### src/rtl/up_control_unit_if.sv
// Control/status bundle between the accumulator-processor control unit and its datapath.
// The control unit takes the master side: it reads opcode/status and drives the strobes.
interface up_control_unit_if #(
  parameter int STATE_W = 4
);
  logic               Enter;
  logic [2:0]         IR;
  logic               Aeq0;
  logic               Apos;
  logic               IRload;
  logic               JMPmux;
  logic               PCload;
  logic               Meminst;
  logic               MemWr;
  logic               Aload;
  logic               Sub;
  logic [1:0]         Asel;
  logic               Halt;
  logic [STATE_W-1:0] State;

  modport master (
    input  Enter, IR, Aeq0, Apos,
    output IRload, JMPmux, PCload, Meminst, MemWr, Aload, Sub, Asel, Halt, State
  );

  modport slave (
    output Enter, IR, Aeq0, Apos,
    input  IRload, JMPmux, PCload, Meminst, MemWr, Aload, Sub, Asel, Halt, State
  );
endinterface

### src/rtl/up_control_unit.sv
// Control-unit FSM for the 8-bit accumulator processor.
// Fetch / decode / execute, three cycles per instruction; IN waits for an Enter handshake.
// Optional feature macro: UCU_SINGLE_STEP_EN adds a Step input and a STEP_WAIT pause
// after every completed execute state.
// Moore strobes are registered (computed from the next state) and gated off while RESET
// is high; PCload in JZ/JPOS and Aload in INPUT additionally depend on live inputs.
module up_control_unit #(
  parameter int STATE_W    = 4,
  parameter bit ENTER_EDGE = 1'b1
) (
  input  logic CLOCK,
  input  logic RESET,
`ifdef UCU_SINGLE_STEP_EN
  input  logic Step,
`endif
  up_control_unit_if.master bus
);

  typedef enum logic [3:0] {
    START     = 4'd0,
    FETCH     = 4'd1,
    DECODE    = 4'd2,
    STEP_WAIT = 4'd3,
    LOAD      = 4'd8,
    STORE     = 4'd9,
    ADD       = 4'd10,
    SUB       = 4'd11,
    INPUT     = 4'd12,
    JZ        = 4'd13,
    JPOS      = 4'd14,
    HALT      = 4'd15
  } state_t;

  typedef struct packed {
    logic       irload;
    logic       jmpmux;
    logic       pcload;
    logic       meminst;
    logic       memwr;
    logic       aload;
    logic       sub;
    logic [1:0] asel;
    logic       halt;
  } ctl_t;

  state_t state;
  state_t nxt;
  ctl_t   ctl_q;
  logic   enter_q;
  logic   accept;
  state_t done_next;
`ifdef UCU_SINGLE_STEP_EN
  logic   step_q;
`endif

  // State-only strobe pattern; live-input exceptions are added at the outputs.
  function automatic ctl_t moore(input state_t s);
    ctl_t c;
    c = '0;
    case (s)
      FETCH:   begin c.irload = 1'b1; c.pcload = 1'b1; end
      DECODE:  c.meminst = 1'b1;
      LOAD:    begin c.meminst = 1'b1; c.asel = 2'b10; c.aload = 1'b1; end
      STORE:   begin c.meminst = 1'b1; c.memwr = 1'b1; end
      ADD:     begin c.meminst = 1'b1; c.aload = 1'b1; end
      SUB:     begin c.meminst = 1'b1; c.aload = 1'b1; c.sub = 1'b1; end
      INPUT:   c.asel = 2'b01;
      JZ:      c.jmpmux = 1'b1;
      JPOS:    c.jmpmux = 1'b1;
      HALT:    c.halt = 1'b1;
      default: c = '0;
    endcase
    return c;
  endfunction

  // Next-state selection, including the IN accept condition and the post-execute target.
  always_comb begin
    accept = ENTER_EDGE ? (bus.Enter & ~enter_q) : bus.Enter;
`ifdef UCU_SINGLE_STEP_EN
    done_next = STEP_WAIT;
`else
    done_next = FETCH;
`endif
    nxt = START;
    case (state)
      START:  nxt = FETCH;
      FETCH:  nxt = DECODE;
      // Execute codes are 8 + opcode, so decode is a direct map.
      DECODE: nxt = state_t'({1'b1, bus.IR});
      LOAD, STORE, ADD, SUB, JZ, JPOS: nxt = done_next;
      INPUT:  nxt = accept ? done_next : INPUT;
      HALT:   nxt = HALT;
`ifdef UCU_SINGLE_STEP_EN
      STEP_WAIT: nxt = (Step & ~step_q) ? FETCH : STEP_WAIT;
`else
      STEP_WAIT: nxt = FETCH;
`endif
      default: nxt = START;
    endcase
  end

  // State register, registered Moore strobes and edge-detect history.
  always_ff @(posedge CLOCK) begin
    if (RESET) begin
      state   <= START;
      ctl_q   <= moore(START);
      enter_q <= 1'b0;
`ifdef UCU_SINGLE_STEP_EN
      step_q  <= 1'b0;
`endif
    end else begin
      state   <= nxt;
      ctl_q   <= moore(nxt);
      enter_q <= bus.Enter;
`ifdef UCU_SINGLE_STEP_EN
      step_q  <= Step;
`endif
    end
  end

  // Output stage: reset blanks every strobe so a mid-instruction reset never writes RAM.
  assign bus.IRload  = ~RESET & ctl_q.irload;
  assign bus.JMPmux  = ~RESET & ctl_q.jmpmux;
  assign bus.PCload  = ~RESET & (ctl_q.pcload |
                                 ((state == JZ)   & bus.Aeq0) |
                                 ((state == JPOS) & bus.Apos));
  assign bus.Meminst = ~RESET & ctl_q.meminst;
  assign bus.MemWr   = ~RESET & ctl_q.memwr;
  assign bus.Aload   = ~RESET & (ctl_q.aload | ((state == INPUT) & accept));
  assign bus.Sub     = ~RESET & ctl_q.sub;
  assign bus.Asel    = RESET ? 2'b00 : ctl_q.asel;
  assign bus.Halt    = ~RESET & ctl_q.halt;
  assign bus.State   = STATE_W'(state);

endmodule

### src/flat_wrapper.sv
// flat-port wrapper written by rule: the top's interface ports become plain ports
module up_control_unit_flat 
#(
  parameter int STATE_W    = 4,
  parameter bit ENTER_EDGE = 1'b1
)
  (CLOCK, RESET, bus_Enter, bus_IR, bus_Aeq0, bus_Apos, bus_IRload, bus_JMPmux, bus_PCload, bus_Meminst, bus_MemWr, bus_Aload, bus_Sub, bus_Asel, bus_Halt, bus_State);
  up_control_unit_if #(.STATE_W(STATE_W)) bus_i ();
  input  logic CLOCK;
  input  logic RESET;
  input wire logic [$bits(bus_i.Enter)-1:0] bus_Enter;
  input wire logic [$bits(bus_i.IR)-1:0] bus_IR;
  input wire logic [$bits(bus_i.Aeq0)-1:0] bus_Aeq0;
  input wire logic [$bits(bus_i.Apos)-1:0] bus_Apos;
  output wire logic [$bits(bus_i.IRload)-1:0] bus_IRload;
  output wire logic [$bits(bus_i.JMPmux)-1:0] bus_JMPmux;
  output wire logic [$bits(bus_i.PCload)-1:0] bus_PCload;
  output wire logic [$bits(bus_i.Meminst)-1:0] bus_Meminst;
  output wire logic [$bits(bus_i.MemWr)-1:0] bus_MemWr;
  output wire logic [$bits(bus_i.Aload)-1:0] bus_Aload;
  output wire logic [$bits(bus_i.Sub)-1:0] bus_Sub;
  output wire logic [$bits(bus_i.Asel)-1:0] bus_Asel;
  output wire logic [$bits(bus_i.Halt)-1:0] bus_Halt;
  output wire logic [$bits(bus_i.State)-1:0] bus_State;
  assign bus_i.Enter = bus_Enter;
  assign bus_i.IR = bus_IR;
  assign bus_i.Aeq0 = bus_Aeq0;
  assign bus_i.Apos = bus_Apos;
  assign bus_IRload = bus_i.IRload;
  assign bus_JMPmux = bus_i.JMPmux;
  assign bus_PCload = bus_i.PCload;
  assign bus_Meminst = bus_i.Meminst;
  assign bus_MemWr = bus_i.MemWr;
  assign bus_Aload = bus_i.Aload;
  assign bus_Sub = bus_i.Sub;
  assign bus_Asel = bus_i.Asel;
  assign bus_Halt = bus_i.Halt;
  assign bus_State = bus_i.State;
  up_control_unit #(.STATE_W(STATE_W), .ENTER_EDGE(ENTER_EDGE)) u_core (.CLOCK(CLOCK), .RESET(RESET), .bus(bus_i));
endmodule
### config.mk
export PLATFORM = sky130hd
export DESIGN_NAME = up_control_unit_flat
export DESIGN_NICKNAME = d
export VERILOG_FILES = /design/src/rtl/up_control_unit_if.sv /design/src/rtl/up_control_unit.sv /design/src/flat_wrapper.sv
export SDC_FILE = /design/constraint.sdc
export NUM_CORES = 1
export LEC_CHECK = 0
export ABC_AREA = 0
export CAP_MARGIN = 0
export CORE_MARGIN = 2
export CORE_UTILIZATION = 38
export DETAILED_ROUTE_END_ITERATION = 10
export GPL_TIMING_DRIVEN = 0
export PLACE_DENSITY = 0.71
export SYNTH_ARGS = -nofsm -noshare
export SYNTH_HDL_FRONTEND = slang
export SYNTH_SLANG_ARGS = --single-unit
### constraint.sdc
create_clock -name CLOCK -period 1.65 [get_ports CLOCK]
set_input_delay 0.495 -clock CLOCK [delete_from_list [all_inputs] [get_ports CLOCK]]
set_output_delay 0.495 -clock CLOCK [all_outputs]
set_load 0.05 [all_outputs]
==> results.yml <==
yosys:
  ys_ff_latch: 14
  synth_edf_count: 0
  yosysSeqAreaShare_pct: 43.4
  async_flop_share_pct: 0
  synthTopCellsByArea: "dfxtp_1 (43%), nor2b_1 (11%), nor2_1 (4.7%), nor3_1 (3.9%), nor4bb_4 (3.9%)"
  synth_cell_types: 26
  yosys-top-cells-count: "dfxtp_1 (14), nor2b_1 (11), nor2_1 (8)"
  yosysMostFrequentCell: "dfxtp_1"
  synth_top_area_share_pct: 43.4
  netlist_area_um2: 646
  yosysWarnings: 0
  syn_nets: 79
  post_synth.cell_area_avg_um2: 9.09
  synth_top_cell_by_area: "dfxtp_1"
  synth_ff_type: "dfxtp_1"
  syn-instance-count: 71
power:
  p_switching_mw: 0.335
  p_sw_share_pct: 33.6
  power_per_cell_area_nw_per_um2: 874
  combPwrFrac_pct: 36.5
  peakVddDrop_mv: 0.522
  p_leak_nw: 0.456
  p_int_mw: 0.664
  power_frac_seq_pct: 38.0
  pwr-share-clk_pct: 25.5
cells_and_area:
  postLayoutCellArea_um2: 1140
  regArea_um2: 295
  diodes: 0
  syn_to_final_growth_pct: 77.1
  fillers: 126
  drive_gt1_share_pct: 57.3
  final_nets: 112
  multiInputGateArea_um2: 484
worst_hold_path:
  hold_path_end: "u_core.enter_q$_SDFF_PP0_"
  hold-path-cell-count: 2
  hold_path_startpoint: "RESET"
  hold_class: "primary input to flop"
drt:
  drc: 0
  wl_per_cell_um: 14.2
  viasPerCell: 5.33
  ant_nets: 0
  wl_um: 1700
  drtIter0Drc: 8
  vias: 634
  dr.pass1.iters: 4
sta:
  slew_headroom_pct: 72.6
  post-route-period-util_pct: 115
  hold_violations: 0
  slew_viol_final: 0
  worst_slack_ps: -246
  tightestPinTransition_ps: 408
  fin_crit_ps: 1900
  fmax_mhz: 528
  clock-skew-final_ps: 5.39
  grt_setup_unrepaired: "yes"
  setup-violations-final: 3
floorplanning:
  fp.dieArea_um2: 2040
  die_x_um: 45.2
  core_area_um2: 1540
  floorplan.initialDensity_pct: 41.9
  die_h_um: 45.2
  num_rows: 14
  ioPinCount: 22
status:
  status: "complete, but fails checks"
  violations: "setup timing"
clock_network:
  cts_hold_buf: 0
  cts_sinks: 14
  clock_path_buffers: 2
  cts_root_buf: "clkbuf_4"
  cts_tree: "done"
  path_clk_slew_ps: 90
  clk_latency_ps: 280
  cts_max_level: 1
  cts_buffers: 3
job:
  maxCapViolCount: 0
critical_path:
  reg2reg_depth: 6
  crit_path_start_kind: "flop"
  cp.required_ps: 1150
  crit_fanout: 3
  endpoint_kind: "output port"
  cp.arrival_ps: 1400
  r2r_end: "u_core.ctl_q[8]$_SDFF_PP0_"
  crit_type: "flop to output port"
  ff2ff_setup_slack_ps: -50
  reg2reg_from: "u_core.bus.State[0]$_SDFF_PP0_"
placement:
  place_ws_ps: -1080
  port_buffers: 20
  dpl_cell_area_um2: 972
  dp_hpwl_um: 1100
  gp_congestion: 0.764
grt:
  antenna_found_initial: 0
  grt_usage_pct: 18.9
  first_global_vias: 611
  grt_overflow: 0
  grt_pass1_wl_um: 2700
  grt_start_max_net_pins: 10
kinds of logic after synthesis:
kind of cell           share of synthesized area (%)
buffers and inverters                           1.74
AOI/OAI and AO/OA                               15.3
DFF                                             43.4
and+or+nand+nor                                 39.5
layout by cell type (no fill, tap or decap), types with 2 or more instances in the layout:
cell type,synthesis,routed
a21oi_2,0,2
a31oi_4,1,2
and3_1,2,2
buf_2,0,3
buf_4,0,5
buf_6,0,9
clkbuf_4,0,3
clkbuf_8,0,2
clkdlybuf4s15_2,0,4
clkdlybuf4s50_1,0,3
dfxtp_1,14,10
dfxtp_4,0,4
dlygate4sd2_1,0,3
nand2_1,4,4
nand2b_1,2,2
nor2_1,8,4
nor2_4,0,3
nor2b_2,0,4
nor2b_4,0,6
nor3_1,5,2
nor3_2,0,3
nor3b_1,2,2
o21ai_1,0,2
power by group through the flow:
stage,registers (mW),clock network [mW],logic (mW)
floorplan,0.420,0,0.182
global placement,0.393,0,0.280
detailed placement,0.393,0,0.281
CTS,0.377,0.260,0.329
global route,0.382,0.269,0.386
finish,0.380,0.254,0.365
final cells by class:
type / count / area share, %
Inverter: 1 / 0.328
Clock buffer: 4 / 3.17
Tap cell: 16 / 1.75
Timing Repair Buffer: 28 / 23.2
Multi-Input combinational cell: 54 / 42.3
Sequential cell: 14 / 25.8
Buffer: 2 / 3.39
flip-flops by register name, indices dropped and copies added, names as in the netlist:
name,cells
u_core.enter_q,1
u_core.bus.State,4
u_core.ctl_q,9
stage by stage:
stage / power [mW] / instances / hold WS (ps) / util [%] / TNS (ps)
3_5_place_dp: 0.674 / 107 / 602 / 63.1 / -9490
5_1_grt: 1.04 / 119 / 481 / 74.2 / -616
6_report: 0.999 / 119 / 469 / 74.2 / -392
3_3_place_gp: 0.673 / 107 / 594 / 63.1 / -9310
2_1_floorplan: 0.602 / 71 / 623 / - / -8.02
4_1_cts: 0.967 / 117 / 464 / 71.8 / -357
repair_timing:
item	in CTS	in global routing
pin swaps	6	4
endpoints found under the setup margin	19	11
resized for setup	82	15
buffers inserted	6	2
critical path: stages (launching register included):
cell     delay, ps
dfxtp_4        370
and2b_1        190
a22o_1         210
a21oi_2        170
nor2_4          40
buf_6          140
worst max path at each step:
stage,end,startpoint,cells past startpoint,slack (ps)
3_3_place_gp,bus_Aload,bus_Enter,5,-1080
3_5_place_dp,bus_Aload,bus_Enter,5,-1080
5_1_grt,bus_PCload,u_core.bus.State[1]$_SDFF_PP0_,5,-270
6_report,bus_PCload,u_core.bus.State[1]$_SDFF_PP0_,5,-250
4_1_cts,bus_PCload,u_core.bus.State[1]$_SDFF_PP0_,5,-250
2_1_floorplan,bus_PCload,u_core.bus.State[1]$_SDFF_PP0_,4,-8
routing by layer:
metal,vias to the layer above,global-route usage (%),share of wire [%]
met5,-,0,0
met4,0,12.4,1.8
met3,5,2.40,4.2
met2,20,29.1,48
met1,295,24.7,46
li1,314,-,-
Power figures use the tool's default switching activity.
